[config.mk]
export PLATFORM = sky130hd
export DESIGN_NAME = bph_lock_ctrl
export DESIGN_NICKNAME = d
export VERILOG_FILES = /design/src/rtl/bph_pkg.sv /design/src/rtl/bph_word_framer.sv /design/src/rtl/bph_lock_ctrl.sv
export SDC_FILE = /design/constraint.sdc
export NUM_CORES = 1
export LEC_CHECK = 0
export CORE_MARGIN = 4
export CORE_UTILIZATION = 40
export CTS_CLUSTER_DIAMETER = 200
export DETAILED_ROUTE_END_ITERATION = 8
export HOLD_SLACK_MARGIN = 0.12
export SYNTH_ARGS = -nofsm -noshare
export SYNTH_HDL_FRONTEND = slang
export SYNTH_SLANG_ARGS = --single-unit
[constraint.sdc]
create_clock -name clk -period 6.9 [get_ports clk]
set_input_delay 1.38 -clock clk [delete_from_list [all_inputs] [get_ports clk]]
set_output_delay 1.38 -clock clk [all_outputs]
set_load 0.05 [all_outputs]
[src/rtl/bph_pkg.sv]
// Shared constants for the M_bus receive lock sequencer: state codes,
// line patterns and counter widths.
package bph_pkg;
   localparam logic [2:0] ST_OFF     = 3'd0;
   localparam logic [2:0] ST_RETRAIN = 3'd1;
   localparam logic [2:0] ST_HUNT    = 3'd2;
   localparam logic [2:0] ST_VERIFY  = 3'd3;
   localparam logic [2:0] ST_LOCKED  = 3'd4;

   localparam logic [9:0] SYNC_WORD_DEF = 10'h0FA;
   localparam logic [9:0] IDLE_WORD     = 10'h3FF;

   localparam int BIT_W   = 4;
   localparam int MATCH_W = 4;
   localparam int RST_W   = 8;
   localparam int TMO_W   = 16;
   localparam int IDLE_W  = 16;
endpackage

[src/rtl/bph_word_framer.sv]
// Word framer: tracks bit position within the 10-bit frame once phase is
// frozen, flags the word boundary and captures framed words.
module bph_word_framer
   import bph_pkg::*;
(
   input  logic       clk,
   input  logic       reset,
   input  logic       i_run,
   input  logic       i_deliver,
   input  logic [9:0] i_sdata,
   output logic       o_aligned,
   output logic [9:0] o_word_out,
   output logic       o_word_valid
);
   logic [BIT_W-1:0] r_bit_cnt;
   logic [9:0]       r_word_out;
   logic             r_word_valid;

   // Boundary: the tenth bit of the current word is now in the shift register.
   assign o_aligned    = i_run && (r_bit_cnt == BIT_W'(9));
   assign o_word_out   = r_word_out;
   assign o_word_valid = r_word_valid;

   always_ff @(posedge clk or posedge reset) begin
      if (reset) begin
         r_bit_cnt    <= '0;
         r_word_out   <= '0;
         r_word_valid <= 1'b0;
      end else begin
         r_word_valid <= 1'b0;
         if (!i_run || o_aligned)
            r_bit_cnt <= '0;
         else
            r_bit_cnt <= r_bit_cnt + BIT_W'(1);
         if (o_aligned && i_deliver) begin
            r_word_out   <= i_sdata;
            r_word_valid <= 1'b1;
         end
      end
   end
endmodule

[src/rtl/bph_lock_ctrl.sv]
// Acquisition/lock sequencer for the 4-phase oversampling front end:
// retrain pulses, sync hunt, aligned verify, and locked word delivery.
module bph_lock_ctrl
   import bph_pkg::*;
#(
   parameter logic [9:0]  SYNC_WORD = SYNC_WORD_DEF,
   parameter int          SYNC_CNT  = 3,
   parameter int          RST_CYC   = 8,
   parameter logic [15:0] HUNT_TMO  = 16'd4000,
   parameter logic [15:0] IDLE_MAX  = 16'd64
) (
   input  logic       clk,
   input  logic       reset,
   input  logic       i_en,
   input  logic [9:0] i_sdata_in,
   input  logic [1:0] i_phase_sel,
   output logic       o_phase_rst,
   output logic       o_phase_lock,
   output logic [9:0] o_word_out,
   output logic       o_word_valid,
   output logic       o_link_up,
   output logic [2:0] o_state_dbg,
   output logic [7:0] o_relock_cnt
);
   localparam logic [RST_W-1:0]   RST_LAST   = RST_W'(RST_CYC - 1);
   localparam logic [MATCH_W-1:0] MATCH_LAST = MATCH_W'(SYNC_CNT - 1);
   localparam logic [TMO_W-1:0]   TMO_LAST   = HUNT_TMO - 16'd1;
   localparam logic [IDLE_W-1:0]  IDLE_LAST  = IDLE_MAX - 16'd1;

   logic [2:0]         r_state, w_nxt;
   logic [RST_W-1:0]   r_rst_cnt;
   logic [TMO_W-1:0]   r_tmo_cnt;
   logic [MATCH_W-1:0] r_match_cnt;
   logic [IDLE_W-1:0]  r_idle_cnt;
   logic [1:0]         r_phase_lat;
   logic               r_phase_rst, r_phase_lock, r_link_up;
   logic [7:0]         r_relock_cnt;
   logic               w_sync, w_idle, w_phase_chg, w_aligned, w_run, w_deliver;

   assign w_sync      = (i_sdata_in == SYNC_WORD);
   assign w_idle      = (i_sdata_in == IDLE_WORD);
   assign w_phase_chg = (i_phase_sel != r_phase_lat);
   assign w_run       = (r_state == ST_VERIFY) || (r_state == ST_LOCKED);
   assign w_deliver   = (r_state == ST_LOCKED);

   bph_word_framer u_framer (
      .clk          (clk),
      .reset        (reset),
      .i_run        (w_run),
      .i_deliver    (w_deliver),
      .i_sdata      (i_sdata_in),
      .o_aligned    (w_aligned),
      .o_word_out   (o_word_out),
      .o_word_valid (o_word_valid)
   );

   // Dropping enable overrides every other transition.
   always_comb begin
      w_nxt = r_state;
      if (!i_en)
         w_nxt = ST_OFF;
      else begin
         case (r_state)
            ST_OFF:     w_nxt = ST_RETRAIN;
            ST_RETRAIN: if (r_rst_cnt == RST_LAST) w_nxt = ST_HUNT;
            ST_HUNT: begin
               if (w_sync)
                  w_nxt = (SYNC_CNT == 1) ? ST_LOCKED : ST_VERIFY;
               else if (r_tmo_cnt == TMO_LAST)
                  w_nxt = ST_RETRAIN;
            end
            ST_VERIFY: begin
               if (w_phase_chg || (w_aligned && !w_sync))
                  w_nxt = ST_RETRAIN;
               else if (w_aligned && r_match_cnt == MATCH_LAST)
                  w_nxt = ST_LOCKED;
            end
            ST_LOCKED:
               if (w_phase_chg || (w_idle && r_idle_cnt == IDLE_LAST))
                  w_nxt = ST_RETRAIN;
            default:    w_nxt = ST_OFF;
         endcase
      end
   end

   always_ff @(posedge clk or posedge reset) begin
      if (reset) begin
         r_state      <= ST_OFF;
         r_rst_cnt    <= '0;
         r_tmo_cnt    <= '0;
         r_match_cnt  <= '0;
         r_idle_cnt   <= '0;
         r_phase_lat  <= '0;
         r_phase_rst  <= 1'b1;
         r_phase_lock <= 1'b0;
         r_link_up    <= 1'b0;
         r_relock_cnt <= '0;
      end else begin
         r_state   <= w_nxt;
         r_rst_cnt <= (r_state == ST_RETRAIN && w_nxt == ST_RETRAIN) ? r_rst_cnt + RST_W'(1) : '0;
         r_tmo_cnt <= (r_state == ST_HUNT && w_nxt == ST_HUNT) ? r_tmo_cnt + TMO_W'(1) : '0;
         r_idle_cnt <= (r_state == ST_LOCKED && w_nxt == ST_LOCKED && w_idle)
                       ? r_idle_cnt + IDLE_W'(1) : '0;
         if (r_state == ST_HUNT)
            r_match_cnt <= w_sync ? MATCH_W'(1) : '0;
         else if (r_state == ST_VERIFY && w_aligned && w_sync)
            r_match_cnt <= r_match_cnt + MATCH_W'(1);
         else if (!w_run)
            r_match_cnt <= '0;
         if (r_state == ST_HUNT && w_sync)
            r_phase_lat <= i_phase_sel;
         if (r_state == ST_LOCKED && w_nxt != ST_LOCKED && r_relock_cnt != 8'hFF)
            r_relock_cnt <= r_relock_cnt + 8'd1;
         r_phase_rst  <= (w_nxt == ST_OFF) || (w_nxt == ST_RETRAIN);
         r_phase_lock <= (w_nxt == ST_VERIFY) || (w_nxt == ST_LOCKED);
         r_link_up    <= (w_nxt == ST_LOCKED);
      end
   end

   assign o_state_dbg  = r_state;
   assign o_phase_rst  = r_phase_rst;
   assign o_phase_lock = r_phase_lock;
   assign o_link_up    = r_link_up;
   assign o_relock_cnt = r_relock_cnt;
endmodule
# Yosys cells after proc, flatten, opt, wreduce, memory -nomap -nowiden
# Index checks and enable logic that the tools add are counted.
# totals
in_bits	15
out_inout_bits	25
mem_bits_rw	0
reg_bits	75
romBits	0
latch_bits	0
word_cells	79
n_memories	0
# op_classes
div_mod_pow	0
reduce_logical	24
mux	17
n_eq_ne	19
n_lt_le_gt_ge	0
shift	0
n_mul	0
addsub	6
bitwise	0
# op_table
operator	count
adder 16 x 1 -> 16 bit, second input constant	2
2-to-1 mux 16 bit	2
2-to-1 mux 3 bit	7
adder 8 x 1 -> 8 bit, second input constant	2
equality test 16 x 12 -> 1 bit, second input constant	1
equality test 16 x 6 -> 1 bit, second input constant	1
2-to-1 mux 4 bit	4
case mux 3 bit (5 select lines)	1
logical AND 1 bit	14
equality test 3 x 2 -> 1 bit, second input constant	4
equality test 10 bit, second input constant	1
equality test 10 x 8 -> 1 bit, second input constant	1
adder 4 x 1 -> 4 bit, second input constant	2
equality test 8 x 3 -> 1 bit, second input constant	1
2-to-1 mux 8 bit	1
!= test 8 bit, second input constant	1
equality test 3 x 1 -> 1 bit, second input constant	2
equality test 3 bit, second input constant	2
zero test 3 bit	2
logical OR 1 bit	6
!= test 3 bit, second input constant	2
equality test 4 x 2 -> 1 bit, second input constant	1
equality test 4 bit, second input constant	1
zero test 1 bit	2
other kinds (2)	3

# Logic depth before layout (Yosys ltp)
# depth
ltp_word	12
mapped_depth	10
depth_no_buf	9

# Cells and area by module
# A second synthesis with hierarchy kept.
# unflattened
hier_cells	355
area_unflattened_um2	3659.8
# modules_own_cells
mod	n_inst	seq_area_each_um2	cells_each	area_each_um2
bph_lock_ctrl	1	1502.7	309	2987.9
bph_word_framer	1	375.4	46	671.9

# Least setup slack after synthesis
# No wires, ideal clock.
# synth_path
kind	input to register
from	input port i_sdata_in[0]
to	register r_tmo_cnt[7]
n_path_buf	2
stages	8
t_arrival_ns	3.331
t_required_ns	6.829
path_slack_ns	3.497
setup_ns	0.071
cell_sequence	or4_4 > nor3_4 > a41oi_1 > or4_1 > or3_1 > buf_6 > buf_8 > nor2_1
# synth_between
elab_chain_cells	10
word_cells_on_any_way	15
cone_classes	eq/ne (3); mux (6); reduce/logical (6)
# synth_lines
element	line	source
from (decl)	bph_lock_ctrl.sv:15	input logic [9:0] i_sdata_in,
equality test 10 x 8 -> 1 bit	bph_lock_ctrl.sv:40	assign w_sync = (i_sdata_in == SYNC_WORD);
zero test 1 bit	bph_lock_ctrl.sv:73	if (w_phase_chg || (w_aligned && !w_sync))
logical AND 1 bit	bph_lock_ctrl.sv:73	
logical OR 1 bit	bph_lock_ctrl.sv:73	
2-to-1 mux 3 bit	bph_lock_ctrl.sv:73	
case mux 3 bit (5 select lines) *	bph_lock_ctrl.sv:63	case (r_state)
2-to-1 mux 3 bit *	bph_lock_ctrl.sv:60	if (!i_en)
equality test 3 x 2 -> 1 bit *	bph_lock_ctrl.sv:101	r_tmo_cnt <= (r_state == ST_HUNT && w_nxt == ST_HUNT) ? r_tmo_cnt + TMO_W'(1) : '0;
logical AND 1 bit *	bph_lock_ctrl.sv:101	
2-to-1 mux 16 bit *	bph_lock_ctrl.sv:101	
to (signal assigned)	bph_lock_ctrl.sv:101	
to (decl)	bph_lock_ctrl.sv:32	logic [TMO_W-1:0] r_tmo_cnt;
# Mark *: on every way between the ends. The rest lies on a longest branch, timed or not.
# A chain may end at the register's enable or synchronous reset.

# Worst setup path after layout
# layout_path
from	input port i_sdata_in[4]
to	register r_relock_cnt[1] (netlist: o_relock_cnt[1])
# layout_between
elab_chain_cells	10
word_cells_on_any_way	15
cone_classes	eq/ne (3); mux (5); reduce/logical (7)
# layout_lines
element	line	source
equality test 10 x 8 -> 1 bit	bph_lock_ctrl.sv:40	
zero test 1 bit	bph_lock_ctrl.sv:73	
logical AND 1 bit	bph_lock_ctrl.sv:73	
logical OR 1 bit	bph_lock_ctrl.sv:73	
2-to-1 mux 3 bit	bph_lock_ctrl.sv:73	
case mux 3 bit (5 select lines) *	bph_lock_ctrl.sv:63	
2-to-1 mux 3 bit *	bph_lock_ctrl.sv:60	
!= test 3 bit *	bph_lock_ctrl.sv:112	if (r_state == ST_LOCKED && w_nxt != ST_LOCKED && r_relock_cnt != 8'hFF)
logical AND 1 bit * (2 in a row)	bph_lock_ctrl.sv:112	
to (signal assigned)	bph_lock_ctrl.sv:113	r_relock_cnt <= r_relock_cnt + 8'd1;
to (decl)	bph_lock_ctrl.sv:37	logic [7:0] r_relock_cnt;
# Marks and branches as above.

==> metrics.yaml <==
layout:
  final_area_mm2: 0.00420
  n_antenna_cell: 0
  final.fill_count: 839
  multi_input_area_mm2: 0.00158
  area_delta_synth_final_pct: 18.9
  final_core_util_pct: 48.4
  seq_area_mm2: 0.00188
  drive_gt1_share_pct: 6.33
  stdcell_count: 519
  nets: 429
sta:
  min_period_over_period_pct: 55.2
  setup_slack_ps: 3090
  relSlewSlack_pct: 37.9
  rsz0062_at_grt: "false"
  hold_viol: 0
  worst_hold_slack_ps: 466
  worst_slew_pin_slew_ps: 932
  fmax_mhz: 262
  slew_violations: 0
  finalSetupTns_ps: 0
  clock-skew-final_ps: 13.9
  setup_viol: 0
  fin_crit_ps: 3810
floorplanning:
  ioPinCount: 40
  die_w_um: 102
  initial_core_util_pct: 40.7
  rows: 34
  core_mm2: 0.00868
  dieHeight_um: 102
  dieArea_mm2: 0.0104
clock_network:
  cts.sinks: 75
  postCtsSetupRepairBufs: 0
  cts_tree: "yes"
  postCtsHoldBufs: 0
  clkLatencyLatePin_ps: 340
  post_cts_resized: 0
  clk_path_buf_depth: 2
  cts_buffers: 9
  htree_levels: 3
  clk_pin_slew_worst_paths_ps: 80
  root_buffer: "clkbuf_8"
place:
  place_area_mm2: 0.00402
  port_buffers: 39
  place_hpwl_um: 4700
  place.gp.congestion: 0.793
  dp_worst_setup_slack_ps: 2710
  place_inst: 503
setup_path:
  worstPathCellList: "clkdlybuf4s50_1 > nand4_1 > or3_1 > nand4b_1 > a31oi_1 > o21ai_0 > mux2_2"
  r2r_start: "r_idle_cnt[6]$_DFF_PP0_"
  path_max_fanout: 8
  cpMaxStageDelayCell: "a31oi_1"
  cp_num_buf_inv: 1
  rr_worst_depth: 6
  r2r_slack_ps: 4200
  crit_type: "input port to flop"
  end_kind: "flop"
  required_ps: 7130
  cp.arrival_ps: 4040
  crit_family: "simple AND/OR/NAND/NOR gates"
  slowest_delay_ps: 560
  r2r-end: "o_relock_cnt[1]$_DFFE_PP0P_"
  startpoint_type: "input port"
power_and_ir_drop:
  swShare_pct: 23.1
  p_clk_share_pct: 39.2
  powerDensity_mw_per_mm2: 182
  switchingPower_mw: 0.177
  p_seq_share_pct: 57.5
  power_mw: 0.767
  power_leakage_nw: 1.84
  pwr-share-comb_pct: 3.3
  irDropWorstVdd_mv: 0.0658
  p_int_mw: 0.589
synth:
  synth-simple-area-share_pct: 27.0
  synthAdderAreaFrac_pct: 2.83
  synth.most_common_cell: "dfrtp_1"
  syn_area_per_cell_um2: 9.77
  synth-warning-count: 0
  yosys.area.top_type: "dfrtp_1"
  ys_seq_area_share_pct: 53.1
  synth_top_family_by_area: "simple AND/OR/NAND/NOR gates"
  synth_edf_count: 0
  synth.ff_latch_count: 75
  yosys-top-cells-count: "74 x dfrtp_1, 62 x nand2_1, 57 x nor2_1"
  synthTopCellsByArea: "dfrtp_1 52%, nand2_1 6.6%, nor2_1 6.1%, xor2_1 5.9%, xnor2_1 5.0%"
  synthFlopType: "dfrtp_1"
  synthArstFlopShare_pct: 100
  syn_inst: 362
  synth_area_mm2: 0.00354
  synth_compound_area_share_pct: 3.29
  synth_top_area_share_pct: 52.4
  yosysUniqueCellTypes: 41
  synth_fp_nets: 385
  muxShareOfSynthArea_pct: 0.602
  synth_xor_xnor_area_share_pct: 10.9
routing:
  wirelength_um: 6640
  num_vias: 2548
  drt_first_iter_violations: 80
  drtPass1Iterations: 4
  wl_per_cell_um: 12.8
  antenna_left: 0
  vias_per_cell: 4.91
  drc: 0
global_routing:
  grt_max_degree: 76
  grt_usage_pct: 13.4
  grt_overflow: 0
  grt_pass1_wl_um: 11100
  grt_pass1_vias: 2353
  antenna_found_initial: 0
worst_hold_path:
  hold_class: "flop to flop"
  whs_endpoint: "r_rst_cnt[0]$_DFF_PP0_"
  min_from: "r_rst_cnt[0]$_DFF_PP0_"
  hold_depth: 1
run:
  cap_violations: 0
status:
  status: "finished, final reports clean"
power groups by stage:
stage,combinational [mW],sequential [mW],clock (mW)
floorplan,0.0107,0.451,0
global placement,0.0259,0.450,0
detailed placement,0.0259,0.450,0
CTS,0.0263,0.441,0.314
global route,0.0287,0.441,0.337
finish,0.0253,0.441,0.300
worst max-delay path by stage:
stage | startpoint | end | slack (ps) | cells past startpoint
after global routing | i_sdata_in[4] | o_relock_cnt[1]$_DFFE_PP0P_ | 2910 | 7
final | i_sdata_in[4] | o_relock_cnt[1]$_DFFE_PP0P_ | 3090 | 7
after detailed placement | i_sdata_in[4] | o_relock_cnt[1]$_DFFE_PP0P_ | 2710 | 7
after CTS | i_sdata_in[4] | o_relock_cnt[1]$_DFFE_PP0P_ | 3090 | 7
after floorplan | i_sdata_in[0] | r_tmo_cnt[7]$_DFF_PP0_ | 3500 | 8
after global placement | i_sdata_in[4] | o_relock_cnt[1]$_DFFE_PP0P_ | 2780 | 7
final cells by class:
type | count | share of cell area, %
Clock inverter | 6 | 0.982
Sequential cell | 75 | 44.7
Inverter | 9 | 0.804
Clock buffer | 10 | 3.27
Tap cell | 108 | 3.22
Multi-Input combinational cell | 271 | 37.6
Timing Repair Buffer | 40 | 9.47
kinds of logic (layout without fill, tap and decap cells):
kind of cell	Yosys count	count (layout)
mux	2	2
compound gates	19	19
buf+inv	16	65
simple gates	198	198
fa+ha+maj	8	8
xor+xnor	44	44
flops	75	75
placed cells by master, fill, tap and decap left out, types with 2 or more instances in the layout:
master,Yosys,layout
xnor2_1,20,20
and2_1,4,4
nand3_1,23,23
clkinvlp_4,0,3
nor3_1,2,2
o21ai_0,6,6
a21oi_1,5,5
nor2_1,57,57
dfrtp_1,74,74
or4_1,2,2
nor4_1,4,4
inv_1,9,8
nand4b_1,2,2
clkinv_2,0,2
nand4_1,8,8
a31oi_1,2,2
and4_1,4,4
or2_2,2,2
xor2_1,24,24
nand2_1,62,62
and3_1,15,15
clkbuf_8,0,10
nor3b_1,3,3
ha_1,8,8
clkdlybuf4s50_1,0,39
or3_1,3,3
per-layer routing:
layer	wire, µm	vias up	track usage [%]	share of wire [%]
li1	-	1302	-	-
met1	3310	1185	18.9	50
met2	2890	49	20.2	44
met3	320	12	2.87	4.8
met4	115	0	5.45	1.7
met5	0	-	0	0
sequential cells by signal (all words and copies together), names as in the netlist:
name / count
u_framer.r_bit_cnt: 4
r_idle_cnt: 16
u_framer.o_word_valid: 1
o_state_dbg: 3
r_tmo_cnt: 16
r_match_cnt: 4
o_link_up: 1
o_phase_lock: 1
r_rst_cnt: 8
u_framer.o_word_out: 10
o_phase_rst: 1
r_phase_lat: 2
o_relock_cnt: 8
Note: power is estimated with default switching activity, not from simulation.
